### src/rtl/grf_write_arbiter_pkg.sv
// grf_write_arbiter_pkg
//   Shared widths and FSM encoding for the GRF write-port arbiter and its
//   pending-entry buffer.
package grf_write_arbiter_pkg;

  localparam int REG_W  = 32;
  localparam int ADDR_W = 5;
  localparam int NREG   = 32;
  localparam int AGE_W  = 4;

  // FSM encoding
  localparam logic ST_INIT = 1'b0;
  localparam logic ST_RUN  = 1'b1;

  localparam logic [ADDR_W-1:0] LAST_REG = ADDR_W'(NREG - 1);

endpackage

### src/rtl/grf_write_arbiter_pending.sv
// grf_wr_pending
//   One-entry holding buffer for an accepted aux result, with a saturating
//   age counter that drives the stall request.
// Ports:
//   clk, reset             clock, async active-low reset
//   capture                aux handshake this cycle
//   cap_addr, cap_data     aux destination / data to capture
//   drain                  GRF write slot used by this entry this cycle
//   wb_hit                 a real (non-r0) wb write happens this cycle
//   wb_addr                wb destination, for the drop-on-match check
//   pend_valid/addr/data   buffered entry
//   stall_req              entry has waited STARVE_LIMIT cycles or more
module grf_wr_pending
  import grf_write_arbiter_pkg::*;
#(
  parameter int STARVE_LIMIT = 4
) (
  input  logic              clk,
  input  logic              reset,
  input  logic              capture,
  input  logic [ADDR_W-1:0] cap_addr,
  input  logic [REG_W-1:0]  cap_data,
  input  logic              drain,
  input  logic              wb_hit,
  input  logic [ADDR_W-1:0] wb_addr,
  output logic              pend_valid,
  output logic [ADDR_W-1:0] pend_addr,
  output logic [REG_W-1:0]  pend_data,
  output logic              stall_req
);

  localparam logic [AGE_W-1:0] LIMIT   = AGE_W'(STARVE_LIMIT);
  localparam logic [AGE_W-1:0] AGE_MAX = '1;

  logic [AGE_W-1:0] age;
  logic             drop;

  // A younger wb write to the same register makes the buffered data stale.
  assign drop = pend_valid & wb_hit & (wb_addr == pend_addr);

  always_ff @(posedge clk or negedge reset) begin
    if (!reset) begin
      pend_valid <= 1'b0;
      pend_addr  <= '0;
      pend_data  <= '0;
      age        <= '0;
    end else if (capture) begin
      // r0 results are accepted but thrown away
      if (cap_addr != '0) begin
        pend_valid <= 1'b1;
        pend_addr  <= cap_addr;
        pend_data  <= cap_data;
      end
      age <= '0;
    end else if (drain | drop) begin
      pend_valid <= 1'b0;
    end else if (pend_valid && (age != AGE_MAX)) begin
      age <= age + AGE_W'(1);
    end
  end

  assign stall_req = pend_valid & (age >= LIMIT);

endmodule

### src/rtl/grf_write_arbiter.sv
// grf_write_arbiter
//   Owns the single GRF write port. After reset it zeroes r1..r31 (unless
//   INIT_ENABLE = 0), then shares the port between W-stage writeback (always
//   first) and a one-entry buffer of auxiliary unit results.
// Ports:
//   clk, reset                      clock, async active-low reset
//   wb_en, wb_addr, wb_data         W-stage writeback
//   aux_valid, aux_ready,
//   aux_addr, aux_data              aux result handshake
//   grf_en, grf_a3, grf_wd          GRF write port
//   init_busy                       zeroing sweep in progress
//   stall_req                       freeze pipeline so pending entry drains
//   pend_valid, pend_addr, pend_data  pending entry, for forwarding
//
// state | meaning
// INIT  | zeroing sweep r1..r31; wb writes take priority and pause the sweep
// RUN   | wb writeback first, then pending aux drain
module grf_write_arbiter
  import grf_write_arbiter_pkg::*;
#(
  parameter int STARVE_LIMIT = 4,
  parameter int INIT_ENABLE  = 1
) (
  input  logic              clk,
  input  logic              reset,
  input  logic              wb_en,
  input  logic [ADDR_W-1:0] wb_addr,
  input  logic [REG_W-1:0]  wb_data,
  input  logic              aux_valid,
  output logic              aux_ready,
  input  logic [ADDR_W-1:0] aux_addr,
  input  logic [REG_W-1:0]  aux_data,
  output logic              grf_en,
  output logic [ADDR_W-1:0] grf_a3,
  output logic [REG_W-1:0]  grf_wd,
  output logic              init_busy,
  output logic              stall_req,
  output logic              pend_valid,
  output logic [ADDR_W-1:0] pend_addr,
  output logic [REG_W-1:0]  pend_data
);

  localparam logic RST_STATE = (INIT_ENABLE != 0) ? ST_INIT : ST_RUN;

  logic              state;
  logic [ADDR_W-1:0] sweep_cnt;
  logic              wb_hit;
  logic              drain;

  // r0 writes are not writes at all
  assign wb_hit = wb_en & (wb_addr != '0);

  always_ff @(posedge clk or negedge reset) begin
    if (!reset) begin
      state     <= RST_STATE;
      sweep_cnt <= ADDR_W'(1);
    end else if ((state == ST_INIT) && !wb_hit) begin
      sweep_cnt <= sweep_cnt + ADDR_W'(1);
      if (sweep_cnt == LAST_REG) state <= ST_RUN;
    end
  end

  assign init_busy = (state == ST_INIT);
  // Gated by reset so the port is quiet while reset is held, even in RUN.
  assign aux_ready = reset & (state == ST_RUN) & ~pend_valid;
  assign drain     = (state == ST_RUN) & pend_valid & ~wb_hit;

  always_comb begin
    grf_en = 1'b0;
    grf_a3 = '0;
    grf_wd = '0;
    if (reset) begin
      if (wb_hit) begin
        grf_en = 1'b1;
        grf_a3 = wb_addr;
        grf_wd = wb_data;
      end else if (state == ST_INIT) begin
        grf_en = 1'b1;
        grf_a3 = sweep_cnt;
      end else if (pend_valid) begin
        grf_en = 1'b1;
        grf_a3 = pend_addr;
        grf_wd = pend_data;
      end
    end
  end

  grf_wr_pending #(
    .STARVE_LIMIT(STARVE_LIMIT)
  ) u_pending (
    .clk       (clk),
    .reset     (reset),
    .capture   (aux_valid & aux_ready),
    .cap_addr  (aux_addr),
    .cap_data  (aux_data),
    .drain     (drain),
    .wb_hit    (wb_hit),
    .wb_addr   (wb_addr),
    .pend_valid(pend_valid),
    .pend_addr (pend_addr),
    .pend_data (pend_data),
    .stall_req (stall_req)
  );

endmodule

### config.mk
export PLATFORM = sky130hd
export DESIGN_NAME = grf_write_arbiter
export DESIGN_NICKNAME = d
export VERILOG_FILES = /design/src/rtl/grf_write_arbiter_pkg.sv /design/src/rtl/grf_write_arbiter_pending.sv /design/src/rtl/grf_write_arbiter.sv
export SDC_FILE = /design/constraint.sdc
export NUM_CORES = 1
export LEC_CHECK = 0
export CELL_PAD_IN_SITES_DETAIL_PLACEMENT = 0
export CELL_PAD_IN_SITES_GLOBAL_PLACEMENT = 1
export CORE_AREA = 2 2 104 106
export CTS_CLUSTER_SIZE = 28
export DETAILED_ROUTE_END_ITERATION = 10
export DIE_AREA = 0 0 106 108
export GPL_TIMING_DRIVEN = 0
export PLACE_DENSITY_LB_ADDON = 0.1
export SYNTH_ARGS = -nofsm -noshare
export SYNTH_HDL_FRONTEND = slang
export SYNTH_SLANG_ARGS = --single-unit
### constraint.sdc
create_clock -name clk -period 2.5 [get_ports clk]
set_input_delay 0.5 -clock clk [delete_from_list [all_inputs] [get_ports clk]]
set_output_delay 0.5 -clock clk [all_outputs]
set_load 0.01 [all_outputs]
==> results.yml <==
run_status:
  status: "finished with violations"
  violations: "negative setup slack"
worst_setup_path:
  worstSetupStartpointType: "input pin"
  crit_fanout: 7
  cpMostUsedCell: "buf_6"
  slowest_delay_ps: 410
  crit_required_ps: 2000
  startpoint: "wb_addr[2]"
  crit_arrival_ps: 2000
  crit_buf_inv: 5
  path_class: "input pin to output port"
  worstSetupEndpointType: "output port"
  crit_path_top_delay_cell: "or3_4"
  critPathTopFamily: "buffers and inverters"
  timing.reg2reg.setup_slack_ps: 680
  crit_chain: "buf_6, or3_4, o31ai_4, buf_6, buf_8, buf_12, a32oi_1, a21boi_1, buf_2"
  worstReg2RegStart: "u_pending.pend_valid"
clock_network:
  insertion_delay_ps: 300
  clkSlewWorstSetupHoldPaths_ps: 90
  cts_buffers: 5
  htreeDepth: 2
  clock-root-buffer: "clkbuf_8"
  cts.path.max_buffers: 2
  clock_sinks: 48
  cts_tree: "done"
  hold_buffers: 0
global_route:
  grt_pass1_wl_um: 15150
  grt_pass1_vias: 2812
  antenna_found_initial: 0
  use_met3_pct: 3.918
  busiest_layer: "met2"
  grt_use_total_pct: 16.79
  grtUsageMet1_pct: 22.02
  gr-total-overflow: 0
  grt_max_degree: 20
  use_met2_pct: 28.57
synthesis:
  yosysWarnings: 0
  synthTopCellsByArea: "dfrtp_1 (41%), mux2_4 (9.5%), mux2_2 (7.9%)"
  yosysSeqAreaShare_pct: 42.26
  synth_edf_count: 0
  ys_types: 41
  synth_area_sq_um: 2845
  synthFlopType: "dfrtp_1"
  synth.ff_latch_count: 48
  synth_top_cell_by_area: "dfrtp_1"
  synth-async-reset-ratio_pct: 100.0
  syn_inst: 268
  synth_top_area_share_pct: 41.34
  avgSynthCellArea_sq_um: 10.62
  synth_fp_nets: 349
timing:
  fin_crit_ps: 2500
  tightest_slew_ps: 497.2
  rsz0062_at_grt: "yes"
  finalHoldViolations: 0
  worst_slack_ps: -0.05551
  maxSlewViolCount: 0
  fmaxAchievable_mhz: 400.0
  tns_ps: -0.05551
  setup_viol: 1
  relSlewSlack_pct: 66.85
  period_share_pct: 100.0
  skew_ps: 7.517
flow_run:
  maxCapViolCount: 0
cells_and_area:
  final_common_cell: "clkdlybuf4s50_1"
  post-route-util_pct: 46.46
  n_antenna_cell: 0
  layout-drive-gt1-share_pct: 30.84
  area_delta_synth_final_pct: 67.06
  num-nets-final: 521
  final_cell_mix: "clkdlybuf4s50_1 (111), dfrtp_1 (45), nand2_1 (43), buf_2 (41), nand3_1 (29)"
place:
  gp_congestion: 0.7349
  place_ws_ps: -988.0
  numPortBuffers: 156
  dp_hpwl_um: 6937
route:
  wl_per_cell_um: 16.70
  wirelength_um: 9638
  drtIter0Drc: 112
  drt.antenna.violating_nets: 0
  drtPass1Iterations: 4
  drcViolationCount: 0
  via_count: 2698
  viasPerCell: 4.676
power_and_ir_drop:
  power_density_nw_per_um2: 566.9
  ir_drop_mv: 0.3095
  power_mw: 2.695
  p_leak_nw: 2.113
floorplan:
  start_util_pct: 27.81
  die_h_um: 108
  ios: 157
  die_x_um: 106
  row_count: 37
  core_area_sq_um: 10230
  dieArea_sq_um: 11450
worst_hold_path:
  holdCritPathClass: "input pin to async pin"
## logic make-up after synthesis
group	after synthesis	share of synthesized area, %
xor+xnor	8	2.463
mux	42	18.82
flops	48	42.26
compound gates	48	14.20
fa+ha+maj	3	1.319
buf+inv	24	4.661
simple gates	95	16.27
## cell type report
class	count	area, sq um
Multi-Input combinational cell	196	1564
Timing Repair Buffer	166	1520
Tap cell	136	170.2
Inverter	3	11.26
Fill cell	1048	5478
Clock buffer	8	100.1
Buffer	20	182.7
Sequential cell	48	1205
## power breakdown
part           switching (mW)  internal (mW)  total, mW
Sequential              0.148          0.936       1.08
Clock                   0.265          0.253      0.518
Combinational           0.417          0.675       1.09
Total                   0.830           1.86       2.69
## metrics by stage
stage               cells  hold slack [ps]  cell area [sq um]
detailed placement    561            435.8               4592
global placement      560            487.9               4577
global route          577            58.47               4753
floorplan             268            204.4               2845
CTS                   573            50.10               4672
finish                577            54.19               4753
## synth_stat cells (all sizes together), types with 2 or more instances
cell type	instances
and3	2
a21boi	33
mux2	38
xnor2	7
mux2i	4
buf	12
nand2	43
nor3b	4
nor2	4
o31a	2
inv	3
nand3	35
a221oi	3
clkbuf	9
dfrtp	47
ha	3
nand4	3
## routing by layer
metal | part of all wire (%) | wire [um] | vias to the layer above
li1 | - | - | 1299
met1 | 46 | 4406 | 1296
met2 | 48 | 4580 | 97
met3 | 6.2 | 596 | 6
met4 | 0.57 | 55 | 0
met5 | 0 | 0 | -
## final timing paths
check	endpoint	depth (start not counted)
min	u_pending.pend_data[4]	1
min reg2reg	u_pending.age[0]	1
max in group asynchronous	state	2
max	grf_a3[4]	9
max reg2reg	u_pending.pend_data[29]	6
min in group clk	u_pending.age[0]	1
## flip-flops by register name (all words and copies together), names as in the netlist
signal,flops
state,1
u_pending.pend_valid,1
u_pending.age,4
u_pending.pend_data,32
u_pending.pend_addr,5
sweep_cnt,5
## what timing repair did
item / in CTS / in global routing
resized for setup: 214 / 19
setup buffers: 3 / 3
cloned: 2 / 1
endpoints found under the setup margin: 39 / 37
pin swaps: 14 / 16
Power figures use the tool's default switching activity.
